<file path="src/rtl/obi_sbr_regfile.sv">
// OBI subordinate: byte-addressable register file behind an in-order response FIFO.
// Out-of-range accesses return an error response and bump a saturating error counter.
module obi_sbr_regfile #(
  parameter int unsigned           ADDR_WIDTH = 32,
  parameter int unsigned           DATA_WIDTH = 32,
  parameter int unsigned           NUM_WORDS  = 16,
  parameter logic [ADDR_WIDTH-1:0] BASE_ADDR  = '0,
  parameter int unsigned           RSP_DEPTH  = 2
) (
  input  logic                    clk_i,
  input  logic                    reset_ni,
  input  logic                    obi_req_i,
  output logic                    obi_gnt_o,
  input  logic [ADDR_WIDTH-1:0]   obi_addr_i,
  input  logic                    obi_we_i,
  input  logic [DATA_WIDTH/8-1:0] obi_be_i,
  input  logic [DATA_WIDTH-1:0]   obi_wdata_i,
  output logic                    obi_rvalid_o,
  input  logic                    obi_rready_i,
  output logic [DATA_WIDTH-1:0]   obi_rdata_o,
  output logic                    obi_err_o,
  output logic [7:0]              err_cnt_o
);

  localparam int unsigned BE_W     = DATA_WIDTH / 8;
  localparam int unsigned OFF_BITS = $clog2(BE_W);
  localparam int unsigned IDX_W    = $clog2(NUM_WORDS);
  localparam int unsigned PTR_W    = (RSP_DEPTH > 1) ? $clog2(RSP_DEPTH) : 1;
  localparam int unsigned CNT_W    = $clog2(RSP_DEPTH + 1);

  logic [DATA_WIDTH-1:0] mem_q       [NUM_WORDS];
  logic [DATA_WIDTH-1:0] fifo_data_q [RSP_DEPTH];
  logic                  fifo_err_q  [RSP_DEPTH];

  logic [PTR_W-1:0]      wr_ptr_q, wr_ptr_d;
  logic [PTR_W-1:0]      rd_ptr_q, rd_ptr_d;
  logic [CNT_W-1:0]      count_q, count_d;
  logic [7:0]            err_cnt_q, err_cnt_d;
  logic                  gnt_q, gnt_d;

  logic                  accept;
  logic                  pop;
  logic                  in_range;
  logic [ADDR_WIDTH-1:0] off;
  logic [IDX_W-1:0]      idx;
  logic [DATA_WIDTH-1:0] push_data;
  logic                  push_err;

  // Grant comes from registered occupancy only; held low while in reset.
  assign obi_gnt_o    = reset_ni & gnt_q;
  assign obi_rvalid_o = (count_q != '0);
  assign obi_rdata_o  = obi_rvalid_o ? fifo_data_q[rd_ptr_q] : '0;
  assign obi_err_o    = obi_rvalid_o ? fifo_err_q[rd_ptr_q] : 1'b0;
  assign err_cnt_o    = err_cnt_q;

  assign accept = obi_req_i & obi_gnt_o;
  assign pop    = obi_rvalid_o & obi_rready_i;

  // Address decode: word index relative to the base, full-width range check with no wrap.
  always_comb begin
    off      = obi_addr_i - BASE_ADDR;
    idx      = off[OFF_BITS +: IDX_W];
    in_range = (obi_addr_i >= BASE_ADDR) && ((off >> OFF_BITS) < ADDR_WIDTH'(NUM_WORDS));
  end

  // Next-state for FIFO pointers, occupancy, grant and error counter; response payload.
  always_comb begin
    wr_ptr_d  = wr_ptr_q;
    rd_ptr_d  = rd_ptr_q;
    count_d   = count_q;
    err_cnt_d = err_cnt_q;
    push_data = '0;
    push_err  = 1'b0;

    if (accept) begin
      if (!in_range) begin
        push_err = 1'b1;
        if (err_cnt_q != 8'hFF) err_cnt_d = err_cnt_q + 8'd1;
      end else if (!obi_we_i) begin
        push_data = mem_q[idx];
      end
      wr_ptr_d = (wr_ptr_q == PTR_W'(RSP_DEPTH - 1)) ? '0 : wr_ptr_q + PTR_W'(1);
    end

    if (pop) begin
      rd_ptr_d = (rd_ptr_q == PTR_W'(RSP_DEPTH - 1)) ? '0 : rd_ptr_q + PTR_W'(1);
    end

    unique case ({accept, pop})
      2'b10:   count_d = count_q + CNT_W'(1);
      2'b01:   count_d = count_q - CNT_W'(1);
      default: count_d = count_q;
    endcase

    gnt_d = (count_d < CNT_W'(RSP_DEPTH));
  end

  // Control registers.
  always_ff @(posedge clk_i) begin
    if (!reset_ni) begin
      wr_ptr_q  <= '0;
      rd_ptr_q  <= '0;
      count_q   <= '0;
      err_cnt_q <= '0;
      gnt_q     <= 1'b1;
    end else begin
      wr_ptr_q  <= wr_ptr_d;
      rd_ptr_q  <= rd_ptr_d;
      count_q   <= count_d;
      err_cnt_q <= err_cnt_d;
      gnt_q     <= gnt_d;
    end
  end

  // Response FIFO storage.
  always_ff @(posedge clk_i) begin
    if (!reset_ni) begin
      for (int unsigned i = 0; i < RSP_DEPTH; i++) begin
        fifo_data_q[i] <= '0;
        fifo_err_q[i]  <= 1'b0;
      end
    end else if (accept) begin
      fifo_data_q[wr_ptr_q] <= push_data;
      fifo_err_q[wr_ptr_q]  <= push_err;
    end
  end

  // Register file with per-byte write enables.
  always_ff @(posedge clk_i) begin
    if (!reset_ni) begin
      for (int unsigned i = 0; i < NUM_WORDS; i++) mem_q[i] <= '0;
    end else if (accept && in_range && obi_we_i) begin
      for (int unsigned k = 0; k < BE_W; k++) begin
        if (obi_be_i[k]) mem_q[idx][8*k +: 8] <= obi_wdata_i[8*k +: 8];
      end
    end
  end

endmodule

</file>
<file path="config.mk">
export PLATFORM = sky130hd
export DESIGN_NAME = obi_sbr_regfile
export DESIGN_NICKNAME = d
export VERILOG_FILES = /design/src/rtl/obi_sbr_regfile.sv
export SDC_FILE = /design/constraint.sdc
export NUM_CORES = 1
export LEC_CHECK = 0
export ABC_CLOCK_PERIOD_IN_PS = 5900
export BUFFER_PORTS_ARGS = -buffer_cell sky130_fd_sc_hd__buf_2
export CELL_PAD_IN_SITES_DETAIL_PLACEMENT = 1
export CELL_PAD_IN_SITES_GLOBAL_PLACEMENT = 1
export CORE_UTILIZATION = 37
export DETAILED_ROUTE_END_ITERATION = 16
export GPL_TIMING_DRIVEN = 0
export HOLD_SLACK_MARGIN = 0.1
export PLACE_DENSITY = 0.66
export SLEW_MARGIN = 15
export SYNTH_ARGS = -nofsm -noshare
export SYNTH_HDL_FRONTEND = slang
export SYNTH_SLANG_ARGS = --single-unit
</file>
<file path="constraint.sdc">
create_clock -name clk_i -period 5.9 [get_ports clk_i]
set_input_delay 0.295 -clock clk_i [delete_from_list [all_inputs] [get_ports clk_i]]
set_output_delay 0.295 -clock clk_i [all_outputs]
set_load 0.02 [all_outputs]
</file>
# Yosys cells after proc, flatten, opt, wreduce, memory -nomap -nowiden
# Memory sizes are Yosys's and may differ from the RTL's. A register that Yosys moved wholly into a read port is not among the register bits.
# Index checks and enable logic that the tools add are counted.
# W data, S select, Z words.
[totals]
register_bits = 13
latchBits = 0
ramBits = 578
romBits = 0
input_bits = 73
output_inout_bits = 43
wordCells = 74
mem_count = 3
[op_classes]
n_addsub = 5
n_mul = 0
n_div = 0
magnitude_cmp = 3
n_eq_ne = 3
shift = 0
muxes = 43
bitwise_logic = 4
reduce_logical = 8
[mem_list]
columns = ["memory", "words", "width", "read_ports", "rd_clocked_by_memory_dff", "write_ports", "line_no", "text"]
rows = [
  ["mem_q", 16, 32, 1, 0, 16, "31", "logic [DATA_WIDTH-1:0] mem_q [NUM_WORDS];"],
  ["fifo_data_q", 2, 32, 1, 1, 2, "32", "logic [DATA_WIDTH-1:0] fifo_data_q [RSP_DEPTH];"],
  ["fifo_err_q", 2, 1, 1, 1, 2, "33", "logic fifo_err_q [RSP_DEPTH];"],
]
[ops]
columns = ["cell", "n"]
rows = [
  ["$mux W32", 6],
  ["$reduce_or A32 Y1", 2],
  ["$mux W1", 34],
  ["$ge A32 B1 Y1 const B", 1],
  ["$lt A30 B5 Y1 const B", 1],
  ["$add A8 B1 Y8 const B", 1],
  ["$mux W4", 2],
  ["$ne A8 B8 Y1 const B", 1],
  ["$pmux W2 S2", 1],
  ["$and A1 B1 Y1", 3],
  ["$logic_and A1 B1 Y1", 3],
  ["$reduce_and A3 Y1", 1],
  ["$add A1 B1 Y1 const B", 2],
  ["$add A2 B1 Y2 const B", 1],
  ["$eq A2 B1 Y1 const B", 1],
  ["$eq A2 B2 Y1 const B", 1],
  ["$lt A2 B2 Y1 const B", 1],
  ["$reduce_bool A2 Y1", 1],
  ["$sub A2 B1 Y2 const B", 1],
  ["$not A1 Y1", 1],
  ["$reduce_or A1 Y1", 1],
]

# Logic depth before layout (Yosys ltp)
[depth]
word_depth = 9
mapped_depth = 8
ltp_nobuf = 8

# Least setup slack after synthesis
# Ideal clock, no wire load.
[synth_path]
kind = "input to register"
startpoint = "in obi_addr_i[30]"
endpoint = "mem mem_q[0][16], enable pin"
setup_time_ps = 384
arrival_ps = 1963
required_time_ps = 5516
setup_slack_ps = 3553
path_stages = 6
n_path_buf = 2
path_cell_list = "nor4_1 > and4_1 > buf_4 > nand4_1 > clkbuf_1 > o21ai_0"
[synth_lines]
columns = ["item", "line_no", "text"]
rows = [
  ["start: declaration", "14", "input logic [ADDR_WIDTH-1:0] obi_addr_i,"],
  ["end: declaration", "31", ""],
]

==> metrics.md <==
| Metric | Value |
|---|---|
| Die area | 0.07162 sq mm |
| Vias per std cell | 5.622 |
| Area Overhead vs Synth | 16.02% |
| Synth cell types | 37 |
| Area post-placement | 0.02832 sq mm |
| Yosys Warn Count | 0 |
| Switching share of power | 25.18% |
| Post-CTS sizing | 0 |
| Max Clk Rate | 352.5 MHz |
| Status | completed |
| Final setup violation count | 0 |
| Final critical-path share of the clock period | 48.08% |
| Largest net degree at the start of global routing | 29 |
| Initial Utilization | 37.34% |
| Slew margin rel. | 32.69% |
| CTS H-Tree Depth | 3 |
| Layout Skew | 18.01 ps |
| Most frequent cells in the layout | 615 x nor2_1, 576 x edfxtp_1, 169 x buf_2 |
| CP max stage delay | 710 ps |
| Syn Inst Count | 1817 |
| DRC | 0 |
| Port Buf Inserts | 111 |
| Register area share after synthesis | 67.48% |
| Vias in the first global route | 18140 |
| Pwr Density | 322.3 mW/mm^2 |
| Endpoint class of the critical path | register |
| Clk pwr share | 39.6% |
| Post-place setup slack | 2772 ps |
| Setup CP Type | primary input to register |
| Layout cells sized above 1 | 24.27% |
| Synth top area cells | edfxtp_1 66%, mux4_2 11%, nor2_1 8.8% |
| CTS tree | yes |
| Io pins | 116 |
| Die Height | 267.6 um |
| GPL Wtd Cong | 0.9496 |
| 1st-pass router iterations | 5 |
| P_sw | 0.002459 W |
| Critical path's slowest cell | o21ai_1 |
| Minimum clock period | 2837 ps |
| Cts bufs inserted | 66 |
| Later-pin clock latency in the skew report | 620 ps |
| Grt ovf | 0 |
| Combinational Power Share | 10.9% |
| Maxcap violations | 0 |
| Req. time, crit path | 6210 ps |
| Worst vdd ir | 0.0001634 V |
| Mapped Area | 0.02611 sq mm |
| Row cnt | 97 |
| Worst Setup Start Kind | primary input |
| Crit path top cell by count | buf_2 |
| Seq cells post-synth | 592 |
| CP bufs+invs | 5 |
| HPWL after detailed placement | 62.64 mm |
| Slew @ Worst Pin | 1010 ps |
| Final Hold Fails | 0 |
| Clk root buf | clkbuf_16 |
| Synth Net Count | 1892 |
| Aggregate global-route resource usage | 24.73% |
| Fin nets | 2127 |
| CP cell instances | dlygate4sd3_1, buf_2, and3_1, buf_2, buf_1, nand3_1, o21ai_1, buf_6 |
| Largest delay share family, worst path | buffers and inverters |
| Global-route wire length before repair | 125.2 mm |
| Max FO, Critical Path | 10 |
| Static leakage | 10.11 nW |
| Clock Path Buffers | 3 |
| # clock sinks | 592 |
| Initial antenna violation count | 0 |
| TNS Setup | 0 ps |
| Slew Viols, Final | 0 |
| Share of the synthesized area in the top cell type | 66.25% |
| Via Count | 17100 |
| Final worst setup slack | 3064 ps |
| Drt wl/cell | 28.54 um |
| Post-synth top area cell | edfxtp_1 |
| Clock transition at path regs | 60 ps |
| WL final | 86.78 mm |
| Internal power | 0.007305 W |
| Ys async rst share | 0% |
| Post-synthesis area per instance | 14.37 sq um |
| Hold/Removal Path Class | primary input to register |
| Antenna Cells | 0 |
| Post-route cell area | 0.03029 sq mm |
| Most common cell after layout, fill and taps aside | nor2_1 |
| Chip width | 267.6 um |
| Seq pwr share | 49.5% |
| Post-synth EDFFs | 576 |
| Ys flop type | edfxtp_1 |
| Worst endpoint data arrival time | 3140 ps |
| Final ANT Viol Nets | 0 |
| Detailed router's first-iteration violation count | 1746 |
| RSZ-0062 raised after global routing | false |
| Core Region | 0.06991 sq mm |
-- metrics by stage --
stage	std cells	utilization, %	hold slack, ps	power (W)
4_1_cts	3041	43.33	131.4	0.009818
6_report	3041	43.33	147.4	0.009764
3_5_place_dp	2923	40.51	486.7	0.005996
5_1_grt	3041	43.33	176.4	0.01001
3_3_place_gp	2868	39.82	469.2	0.005928
2_1_floorplan	1817	-	450.7	0.005558
-- state kept, by name, indices dropped and copies added, names as in the netlist, named ones only --
name	count
fifo_err_q	2
gnt_q	1
mem_q	512
err_cnt_o	8
count_q	2
rd_ptr_q	1
fifo_data_q	64
wr_ptr_q	1
-- cell usage after synthesis (14+ instances only) --
master / count
a22o_1: 32
nor2_1: 615
dfxtp_1: 16
mux2i_1: 41
edfxtp_1: 576
nand3_1: 18
clkbuf_1: 80
a221oi_2: 32
nand2_1: 46
buf_2: 58
buf_4: 14
o21ai_0: 66
mux4_2: 128
-- layout make-up --
| cell class | instances | area, sq um |
|---|---|---|
| fillers | 7212 | 39620 |
| multi-input cells | 1055 | 7656 |
| inverters | 4 | 15.01 |
| flip-flops and latches | 592 | 17620 |
| well taps | 940 | 1176 |
| clock buffers | 87 | 1762 |
| repair buffers | 167 | 1033 |
| plain buffers | 166 | 830.8 |
| clock inverters | 30 | 198.9 |
-- cells by family after synthesis --
logic type	share of synthesized area [%]
compound gates	4.433
xor+xnor	0.1342
fa+ha+maj	0.09584
buf+inv	3.240
flops	67.48
mux	12.61
simple gates	12.00
-- tightest hold or removal path: cells and delay by family --
family,cells,cell delay (ps)
buf+inv,1,80
simple gates,2,260
-- worst paths after layout --
path | startpoint | endpoint | slack, ps | depth (start not counted)
max | reset_ni | mem_q[0][12] | 3060 | 8
min | obi_wdata_i[0] | mem_q[9][0] | 150 | 3
max reg2reg | gnt_q | mem_q[0][12] | 3110 | 6
min reg2reg | err_cnt_o[6] | err_cnt_o[6] | 490 | 2
-- what timing repair did --
action                                 4_1_cts  5_1_grt
hold buffers                                 1        0
endpoints found under the hold margin        3        0
setup buffers                                0        0
-- per-layer routing --
metal	part of all wire [%]	GRT usage [%]
met1	41	32.30
met2	48	40.71
met3	7.5	4.459
met4	3.8	10.07
met5	0	0
-- power by group through the flow --
stage                     Clock [W]  Sequential, W  Combinational (W)
after global placement            0        0.00492            0.00101
final                       0.00386        0.00483            0.00107
after global routing        0.00403        0.00485            0.00113
after floorplan                   0        0.00490           0.000653
after CTS                   0.00391        0.00484            0.00108
after detailed placement          0        0.00492            0.00107
Power figures use the tool's default switching activity.
